`config.mk`:
```
export PLATFORM = sky130hd
export DESIGN_NAME = sparse_block_compressor_flat
export DESIGN_NICKNAME = d
export VERILOG_FILES = /design/src/rtl/sparse_block_compressor_pkg.sv /design/src/rtl/sparse_block_compressor_if.sv /design/src/rtl/sparse_block_compressor_lowest_set_index.sv /design/src/rtl/sparse_block_compressor.sv /design/src/flat_wrapper.sv
export SDC_FILE = /design/constraint.sdc
export NUM_CORES = 1
export LEC_CHECK = 0
export CAP_MARGIN = 20
export CORE_MARGIN = 2
export CORE_UTILIZATION = 40
export CTS_CLUSTER_DIAMETER = 50
export DETAILED_ROUTE_END_ITERATION = 8
export GPL_ROUTABILITY_DRIVEN = 0
export PLACE_DENSITY = 0.68
export SYNTH_ARGS = -nofsm -noshare
export SYNTH_HDL_FRONTEND = slang
export SYNTH_SLANG_ARGS = --single-unit
export TNS_END_PERCENT = 5
```
`constraint.sdc`:
```
create_clock -name clock -period 2.5 [get_ports clock]
set_input_delay 0.25 -clock clock [delete_from_list [all_inputs] [get_ports clock]]
set_output_delay 0.25 -clock clock [all_outputs]
set_load 0.02 [all_outputs]
```
`src/rtl/sparse_block_compressor_pkg.sv`:
```
// Shared sparse bitmask format: widths, compressor FSM states and the beat
// payload exchanged with the sparse buffer and the operand matcher.
package sparse_fmt_pkg;

  localparam int unsigned DATA_W = 8;
  localparam int unsigned LANES  = 8;
  localparam int unsigned IDX_W  = 3;

  typedef enum logic [1:0] {
    ST_IDLE   = 2'd0,
    ST_HEADER = 2'd1,
    ST_DATA   = 2'd2
  } state_e;

  typedef struct packed {
    logic              header;
    logic              last;
    logic [LANES-1:0]  bitmask;
    logic [IDX_W-1:0]  index;
    logic [DATA_W-1:0] data;
  } beat_t;

endpackage

```
`src/rtl/sparse_block_compressor_if.sv`:
```
// Dense block input handshake and sparse beat output handshake of the compressor.
interface sparse_block_compressor_if;
  import sparse_fmt_pkg::*;

  logic                    ivalid;
  logic                    iready;
  logic [LANES*DATA_W-1:0] idata;
  logic                    ovalid;
  logic                    oready;
  logic                    oheader;
  logic [LANES-1:0]        obitmask;
  logic [DATA_W-1:0]       odata;
  logic [IDX_W-1:0]        oindex;
  logic                    olast;

  // Compressor side.
  modport slave (
    input  ivalid, idata, oready,
    output iready, ovalid, oheader, obitmask, odata, oindex, olast
  );

  // Producer / consumer side.
  modport master (
    output ivalid, idata, oready,
    input  iready, ovalid, oheader, obitmask, odata, oindex, olast
  );

endinterface

```
`src/rtl/sparse_block_compressor_lowest_set_index.sv`:
```
// Combinational priority encoder: index of the lowest set bit of a lane mask.
module lowest_set_index #(
  parameter int unsigned LANES = 8,
  parameter int unsigned IDX_W = 3
) (
  input  logic [LANES-1:0] i_mask,
  output logic [IDX_W-1:0] o_index_c,
  output logic             o_found_c
);

  // Scan downward so the lowest set bit is written last and wins.
  always_comb begin
    o_index_c = '0;
    o_found_c = 1'b0;
    for (int i = LANES - 1; i >= 0; i--) begin
      if (i_mask[i]) begin
        o_index_c = IDX_W'(i);
        o_found_c = 1'b1;
      end
    end
  end

endmodule

```
`src/rtl/sparse_block_compressor.sv`:
```
// Dense-to-sparse encoder: one header beat with the nonzero bitmask, then one
// beat per nonzero lane in ascending lane order.
module sparse_block_compressor
  import sparse_fmt_pkg::*;
(
  input  logic                       clock,
  input  logic                       reset,
  sparse_block_compressor_if.slave   io_bus
);

  state_e                  r_state;
  logic                    r_ovalid;
  beat_t                   r_beat;
  logic [LANES-1:0]        r_rem;
  logic [LANES*DATA_W-1:0] r_hold;

  state_e                  w_state_nxt;
  logic                    w_ovalid_nxt;
  beat_t                   w_beat_nxt;
  logic [LANES-1:0]        w_rem_nxt;
  logic [LANES*DATA_W-1:0] w_hold_nxt;

  logic                    w_fire;
  logic                    w_done;
  logic                    w_iready;
  logic                    w_accept;
  logic [LANES-1:0]        w_in_mask;
  logic [DATA_W-1:0]       w_lanes [LANES];
  logic [IDX_W-1:0]        w_idx;
  logic                    w_found;
  logic [LANES-1:0]        w_rem_after;

  // r_rem holds lanes not yet presented; the current data beat's lane is already cleared.
  lowest_set_index #(
    .LANES (LANES),
    .IDX_W (IDX_W)
  ) u_lsi (
    .i_mask    (r_rem),
    .o_index_c (w_idx),
    .o_found_c (w_found)
  );

  always_comb begin
    for (int k = 0; k < LANES; k++) begin
      w_in_mask[k] = |io_bus.idata[k*DATA_W +: DATA_W];
      w_lanes[k]   = r_hold[k*DATA_W +: DATA_W];
    end
  end

  assign w_rem_after = r_rem & ~(LANES'(1) << w_idx);
  assign w_fire      = r_ovalid & io_bus.oready;
  assign w_done      = w_fire & r_beat.last;
  assign w_iready    = ~reset & ((r_state == ST_IDLE) | w_done);
  assign w_accept    = w_iready & io_bus.ivalid;

  // Next-state and next-beat logic.
  always_comb begin
    w_state_nxt  = r_state;
    w_ovalid_nxt = r_ovalid;
    w_beat_nxt   = r_beat;
    w_rem_nxt    = r_rem;
    w_hold_nxt   = r_hold;

    case (r_state)
      ST_IDLE: begin
        w_ovalid_nxt = 1'b0;
      end
      ST_HEADER, ST_DATA: begin
        if (w_fire && !r_beat.last && w_found) begin
          w_state_nxt        = ST_DATA;
          w_beat_nxt.header  = 1'b0;
          w_beat_nxt.last    = (w_rem_after == '0);
          w_beat_nxt.index   = w_idx;
          w_beat_nxt.data    = w_lanes[w_idx];
          w_rem_nxt          = w_rem_after;
        end
      end
      default: begin
        w_state_nxt = ST_IDLE;
      end
    endcase

    if (w_done) begin
      w_state_nxt  = ST_IDLE;
      w_ovalid_nxt = 1'b0;
      w_beat_nxt   = '0;
      w_rem_nxt    = '0;
    end

    // A done beat and a new block may share a cycle, so load overrides the clear.
    if (w_accept) begin
      w_state_nxt        = ST_HEADER;
      w_ovalid_nxt       = 1'b1;
      w_hold_nxt         = io_bus.idata;
      w_rem_nxt          = w_in_mask;
      w_beat_nxt.header  = 1'b1;
      w_beat_nxt.last    = (w_in_mask == '0);
      w_beat_nxt.bitmask = w_in_mask;
      w_beat_nxt.index   = '0;
      w_beat_nxt.data    = '0;
    end
  end

  always_ff @(posedge clock) begin
    if (reset) begin
      r_state  <= ST_IDLE;
      r_ovalid <= 1'b0;
      r_beat   <= '0;
      r_rem    <= '0;
      r_hold   <= '0;
    end else begin
      r_state  <= w_state_nxt;
      r_ovalid <= w_ovalid_nxt;
      r_beat   <= w_beat_nxt;
      r_rem    <= w_rem_nxt;
      r_hold   <= w_hold_nxt;
    end
  end

  assign io_bus.iready   = w_iready;
  assign io_bus.ovalid   = r_ovalid;
  assign io_bus.oheader  = r_beat.header;
  assign io_bus.olast    = r_beat.last;
  assign io_bus.obitmask = r_beat.bitmask;
  assign io_bus.oindex   = r_beat.index;
  assign io_bus.odata    = r_beat.data;

endmodule

```
`src/flat_wrapper.sv`:
```
// flat-port wrapper written by rule: the top's interface ports become plain ports
module sparse_block_compressor_flat import sparse_fmt_pkg::*;
  (clock, reset, io_bus_ivalid, io_bus_idata, io_bus_oready, io_bus_iready, io_bus_ovalid, io_bus_oheader, io_bus_obitmask, io_bus_odata, io_bus_oindex, io_bus_olast);
  sparse_block_compressor_if io_bus_i ();
  input  logic clock;
  input  logic reset;
  input wire logic [$bits(io_bus_i.ivalid)-1:0] io_bus_ivalid;
  input wire logic [$bits(io_bus_i.idata)-1:0] io_bus_idata;
  input wire logic [$bits(io_bus_i.oready)-1:0] io_bus_oready;
  output wire logic [$bits(io_bus_i.iready)-1:0] io_bus_iready;
  output wire logic [$bits(io_bus_i.ovalid)-1:0] io_bus_ovalid;
  output wire logic [$bits(io_bus_i.oheader)-1:0] io_bus_oheader;
  output wire logic [$bits(io_bus_i.obitmask)-1:0] io_bus_obitmask;
  output wire logic [$bits(io_bus_i.odata)-1:0] io_bus_odata;
  output wire logic [$bits(io_bus_i.oindex)-1:0] io_bus_oindex;
  output wire logic [$bits(io_bus_i.olast)-1:0] io_bus_olast;
  assign io_bus_i.ivalid = io_bus_ivalid;
  assign io_bus_i.idata = io_bus_idata;
  assign io_bus_i.oready = io_bus_oready;
  assign io_bus_iready = io_bus_i.iready;
  assign io_bus_ovalid = io_bus_i.ovalid;
  assign io_bus_oheader = io_bus_i.oheader;
  assign io_bus_obitmask = io_bus_i.obitmask;
  assign io_bus_odata = io_bus_i.odata;
  assign io_bus_oindex = io_bus_i.oindex;
  assign io_bus_olast = io_bus_i.olast;
  sparse_block_compressor u_core (.clock(clock), .reset(reset), .io_bus(io_bus_i));
endmodule
```
# == Yosys cells after proc, flatten, opt, wreduce, memory -nomap -nowiden ==
# Cells that the tools add are included.
# word_totals
reg_bits,96
inputBits,68
# op_classes
n_lt_le_gt_ge,1
eq_ne,5
n_shift,1
mux,36
bitwise_logic,10
reduce_logical,24
# op_table
op,n
OR reduction 8 bit,8
two-way mux 8 bit,6
two-way mux 21 bit,2
binary-select mux 8 bit (select 3 bit),1
two-way mux 3 bit,8
two-way mux 11 bit,2
logical NOT 8 bit,2
two-way mux 1 bit,13
nonzero test 3 bit,3
bitwise AND 8 bit,1
inverter 8 bit,1
AND reduction 2 bit,4
"left shift 1 x 3 -> 8 bit, first input constant",1
two-way mux 2 bit,3
bitwise AND 1 bit,4
"greater-or-equal comparator 4 bit, second input constant",1
"!= test 4 x 1 -> 1 bit, second input constant",1
inverter 3 -> 4 bit,1
one-hot mux 2 bit (2 select lines),1
"!= test 3 x 1 -> 1 bit, second input constant",1
OR reduction 3 bit,1
"equality test 2 x 1 -> 1 bit, second input constant",1
"equality test 2 bit, second input constant",1
logical AND 1 bit,2
other kinds (7),8

# == Depth between registers and ports, before layout ==
# Gate-level depths: netlist of run 1.
# logic_depth
word_depth,16
depth_mapped,10
ltp_nobuf,7

# == By module ==
# From an unflattened synthesis of run 1, not the netlist that was laid out.
# unflattened
hier_cells,498
hier_area_um2,4425.5
# by_module_without_submodules
module,instances,cells_each,area_per_inst_um2
sparse_block_compressor,1,485,4345.4
lowest_set_index,1,13,80.1

# == Worst setup path before layout of run 1 ==
# Ideal clock, no wire load.
# synth_path
path_kind,reg2reg
startpoint,register u_core.r_rem[3]
endpoint,"register u_core.r_beat, in the netlist u_core.io_bus.odata[7]"
setup_ps,133
arrival_time_ps,2014
required_time_ps,2367
setup_slack_ps,352
stages_incl_launch_ff,8
synth_period_minus_slack_ps,2148
cell_sequence,dfxtp_1 > buf_2 > nor2_1 > a221oi_4 > buf_2 > mux2_2 > a222oi_1 > o22ai_1
# synth_between
elab_chain_len,8
word_cells_on_any_way,14
# synth_rtl
element,line,source
from (decl),sparse_block_compressor.sv:14,logic [LANES-1:0] r_rem;
from (signal assigned),sparse_block_compressor.sv:115,r_rem <= w_rem_nxt;
two-way mux 3 bit (4 in series),sparse_block_compressor_lowest_set_index.sv:16,if (i_mask[i]) begin
inverter 3 -> 4 bit (implied by the code),sparse_block_compressor.sv:74,w_beat_nxt.data = w_lanes[w_idx];
binary-select mux 8 bit (select 3 bit),sparse_block_compressor.sv:74,
two-way mux 8 bit (implied by the code) (2 in series),sparse_block_compressor.sv:74,
to (signal assigned),sparse_block_compressor.sv:114,r_beat <= w_beat_nxt;
to (decl),sparse_block_compressor.sv:13,beat_t r_beat;
# Parallel ways exist; a longest one is shown, timed or not. The select of a mux whose other input is x is not followed.
# A chain may end at the register's enable or synchronous reset.

# == Final worst setup path of run 1 ==
# layout_path
startpoint,register u_core.r_rem[2]
endpoint,"register u_core.r_beat, in the netlist u_core.io_bus.olast"
# layout_between
elab_chain_len,11
word_cells_on_any_way,17
# layout_rtl
element,line,source
two-way mux 3 bit (3 in series),sparse_block_compressor_lowest_set_index.sv:16,
left shift 1 x 3 -> 8 bit,sparse_block_compressor.sv:50,assign w_rem_after = r_rem & ~(LANES'(1) << w_idx);
inverter 8 bit,sparse_block_compressor.sv:50,
bitwise AND 8 bit,sparse_block_compressor.sv:50,
logical NOT 8 bit,sparse_block_compressor.sv:72,w_beat_nxt.last = (w_rem_after == '0);
two-way mux 2 bit,sparse_block_compressor.sv:69,if (w_fire && !r_beat.last && w_found) begin
two-way mux 2 bit,sparse_block_compressor.sv:64,case (r_state)
two-way mux 21 bit,sparse_block_compressor.sv:83,if (w_done) begin
two-way mux 21 bit,sparse_block_compressor.sv:91,if (w_accept) begin
# Parallel ways exist; a longest one is shown, timed or not. The select of a mux whose other input is x is not followed.

==> results.md, run 1 <==
* Worst skew pair latency at 0.38 ns
* Combinational Power Share at 18.9%
* Drt drc at 0
* Critical Path RT at 2.78 ns
* Critical path type: flip-flop to flip-flop
* Postcts setup bufs at 0
* Hold EP: u_core.r_hold[53]
* P_leak at 0.00191 uW
* Post-Synth Simple-Gate Area at 22.7%
* Asr flop ratio synth at 0%
* Fmax at 440 MHz
* Vias per cell at 5.42
* Ys flop type: dfxtp_1
* Die area at 11300 sq um
* Synth area leader: dfxtp_1
* Switching portion of total power at 28.7%
* Hpwl dp at 8710 microns
* Launch point of the worst reg-to-reg path: u_core.r_rem[2]
* Hold Path Stages at 3
* Fin nets at 663
* Skew final at 0.0120 ns
* P_sw at 976 uW
* Max Cap Violations at 0
* EDFF count, synth at 0
* Die H at 106 microns
* R2R cell count at 5
* Yosys warns at 0
* Period minus WS final at 2.27 ns
* Min-Delay Path Class: input port to flip-flop
* Vias at 3981
* Antenna cells at 0
* Final setup margin at 0.227 ns
* Main area contributors after synthesis: dfxtp_1 46%, nand2_1 14%, o21ai_0 8.0%
* IO Pins at 91
* Outcome: completed
* Mux contribution to synthesized area at 4.45%
* Post-Synth Adder-Cell Area at 0.807%
* Clock power frac at 30.1%
* Startpoint types: flip-flop
* Slew HR at 55.8%
* Synth Cell Area at 4190 sq um
* Largest net degree at the start of global routing at 97
* Crit-path max FO at 9
* Maximum clock insertion buffer count at 2
* Total gr overflow at 0
* Post-Syn Nets at 586
* Worst hold start: io_bus_idata[53]
* R2R Path End: u_core.io_bus.olast
* Core ar. at 10200 sq um
* CTS H-Tree Depth at 3
* Reg clk slew, reported paths at 0.09 ns
* Worst-Margin Slew at 0.658 ns
* Fin Setup TNS at 0 ns
* Drt pass-1 iters at 6
* Unrepaired setup endpoints after global routing: false
* WL per Instance at 16.1 microns
* Drt first-iter violations at 442
* Xor and xnor area share after synthesis at 0%
* First-pass GRT wire length at 18700 microns
* Post-Syn Instances at 517
* Pre-CTS setup slack at 0.316 ns
* #FFs+latches synth at 96
* Layout cells sized above 1 at 9.18%
* FF-to-FF setup slack at 0.23 ns
* Final wirelength at 11800 microns
* Initial antenna violation count at 0
* Vias in the first global route at 3688
* Worst VDD drop at 0.000393 V
* Clock sink count at 96
* FF+latch area at 1920 sq um
* CP max stage delay at 0.53 ns
* Root buf cell: clkbuf_8
* Largest family of logic cells by synthesized area: simple AND/OR/NAND/NOR gates
* Port-buffer cells at 90
* CTS tree: yes
* CTS Hold Bufs at 0
* Overall Global Routing Usage at 21.2%
* Area Growth Syn to Fin at 29.9%
* Synth cell types at 47
* Max Slew Vio Count at 0
* CTS buffer count at 9
* Die extent in x at 106 microns
* Core Rows at 37
* Int Pwr at 2420 uW
* Endpoint type of the worst setup path: flip-flop
* Crit share post-route at 90.9%
* Final setup violating endpoints at 0
* Worst EP arrival at 2.56 ns
* Post_cts resized at 0
* Initial Utilization at 40.9%
* Hold Vio Cnt, Final at 0
* Pwr/cell area at 625 nW/um^2
* ANT nets after route at 0
* Post-synthesis compound-gate area fraction at 21.9%
* Sequential power share at 50.9%
* Area of the multi-input gates at 2090 sq um
* Sequential-to-total area share from yosys stat at 45.9%
* Slowest-stage cell, CP: or4b_1
* Fillers at 958
* Syn_area_per_cell at 8.10 sq um
* Cell Chain, Critical Path: nor4_4 > nand3_2 > maj3_2 > or4b_1 > a311oi_1
* Top cell type's share of synthesized area at 45.9%
-- sequential cells by signal, indices dropped and copies added, names as in the netlist --
| register | count |
|---|---|
| u_core.io_bus.obitmask | 8 |
| u_core.io_bus.olast | 1 |
| u_core.r_hold | 64 |
| u_core.io_bus.oindex | 3 |
| u_core.r_state | 2 |
| u_core.r_rem | 8 |
| u_core.io_bus.oheader | 1 |
| u_core.io_bus.odata | 8 |
| u_core.io_bus.ovalid | 1 |
-- layout make-up --
class | instances | area share [%]
Clock buffer | 10 | 2.35
Clock inverter | 6 | 1.27
Inverter | 6 | 0.414
Multi-Input combinational cell | 378 | 38.5
Sequential cell | 96 | 35.3
Tap cell | 136 | 3.13
Timing Repair Buffer | 103 | 19.0
-- synth_stat cells, drive strengths merged (2+ instances only) --
library cell,n
a211o,3
a21o,5
a21oi,20
a222oi,13
a22o,5
buf,11
clkbuf,26
dfxtp,96
inv,6
maj3,2
mux2,13
mux2i,4
nand2,161
nand2b,2
nand3,8
nor2,12
nor3,3
nor3b,2
nor4,20
o2111ai,3
o211ai,3
o21ai,67
o221a,3
o22ai,5
o311ai,4
or2,3
or3,3
or4b,2
-- worst max path at each step --
stage | start | end | slack [ns] | cells after the start
floorplan | u_core.r_rem[3] | u_core.io_bus.odata[7] | 0.35 | 7
global route | u_core.r_rem[2] | u_core.io_bus.olast | 0.11 | 5
global placement | io_bus_oready | u_core.io_bus.obitmask[1] | 0.36 | 8
finish | u_core.r_rem[2] | u_core.io_bus.olast | 0.23 | 5
detailed placement | u_core.r_rem[2] | u_core.io_bus.olast | 0.32 | 5
CTS | u_core.r_rem[2] | u_core.io_bus.olast | 0.28 | 5
-- cell families (layout without fill, tap and decap cells) --
kind of cell,Yosys count,count (layout)
buffers and inverters,43,125
muxes,17,17
DFF,96,96
and+or+nand+nor,218,218
adders and majority gates,3,3
AOI/OAI and AO/OA,140,140
-- routing by layer --
metal	share of wire (%)	track usage [%]	routed length, microns	vias to the layer above
li1	-	-	-	2002
met1	46	29.3	5380	1809
met2	46	33.1	5490	153
met3	6.3	3.80	742	17
met4	1.8	8.08	209	0
met5	0	0	0	-
-- per-stage QoR --
| stage | utilization (%) | std cells | total power, uW | hold WS (ns) | cell area (sq um) |
|---|---|---|---|---|---|
| 4_1_cts | 53.2 | 735 | 3400 | 0.447 | 5440 |
| 3_3_place_gp | 51.2 | 719 | 2390 | 0.442 | 5240 |
| 6_report | 53.2 | 735 | 3400 | 0.447 | 5440 |
| 3_5_place_dp | 51.2 | 719 | 2400 | 0.448 | 5240 |
| 5_1_grt | 53.2 | 735 | 3550 | 0.457 | 5440 |
| 2_1_floorplan | - | 517 | 2100 | 0.359 | 4190 |
-- critical path: cells and delay by family, from the launching register on --
kind / cells / cell delay [ns]
AOI/OAI and AO/OA: 1 / 0.27
adders and majority gates: 1 / 0.35
DFF: 1 / 0.43
and+or+nand+nor: 3 / 1.14
-- placed cells by master (no fill, tap or decap), types with 4 or more instances in the layout --
| cell type | count |
|---|---|
| clkdlybuf4s50_1 | 90 |
| o22ai_1 | 5 |
| a21o_1 | 5 |
| mux2_2 | 13 |
| buf_4 | 10 |
| nand2_1 | 161 |
| o311ai_0 | 4 |
| dfxtp_1 | 96 |
| o21ai_0 | 67 |
| clkbuf_8 | 9 |
| inv_1 | 5 |
| a22o_1 | 5 |
| nor2_1 | 12 |
| nor4_1 | 19 |
| mux2i_1 | 4 |
| a21oi_1 | 20 |
| nand3_1 | 7 |
| a222oi_1 | 13 |
-- power groups by stage --
stage          combinational [uW]  sequential [uW]  clock (uW)
2_1_floorplan                 358             1750           0
3_5_place_dp                  638             1760           0
4_1_cts                       640             1730        1030
5_1_grt                       704             1740        1100
6_report                      644             1730        1020
3_3_place_gp                  622             1760           0
No activity file was read; power rests on OpenSTA's default activity.
==> run 2: changes to the inputs <==
--- a/config.mk
+++ b/config.mk
@@ -5,6 +5,7 @@
 export SDC_FILE = /design/constraint.sdc
 export NUM_CORES = 1
 export LEC_CHECK = 0
+export ABC_CLOCK_PERIOD_IN_PS = 2500
 export CAP_MARGIN = 20
 export CORE_MARGIN = 2
 export CORE_UTILIZATION = 40
==> results of run 2 <==
Final layout, timing and power as in run 1 (identical DEF).
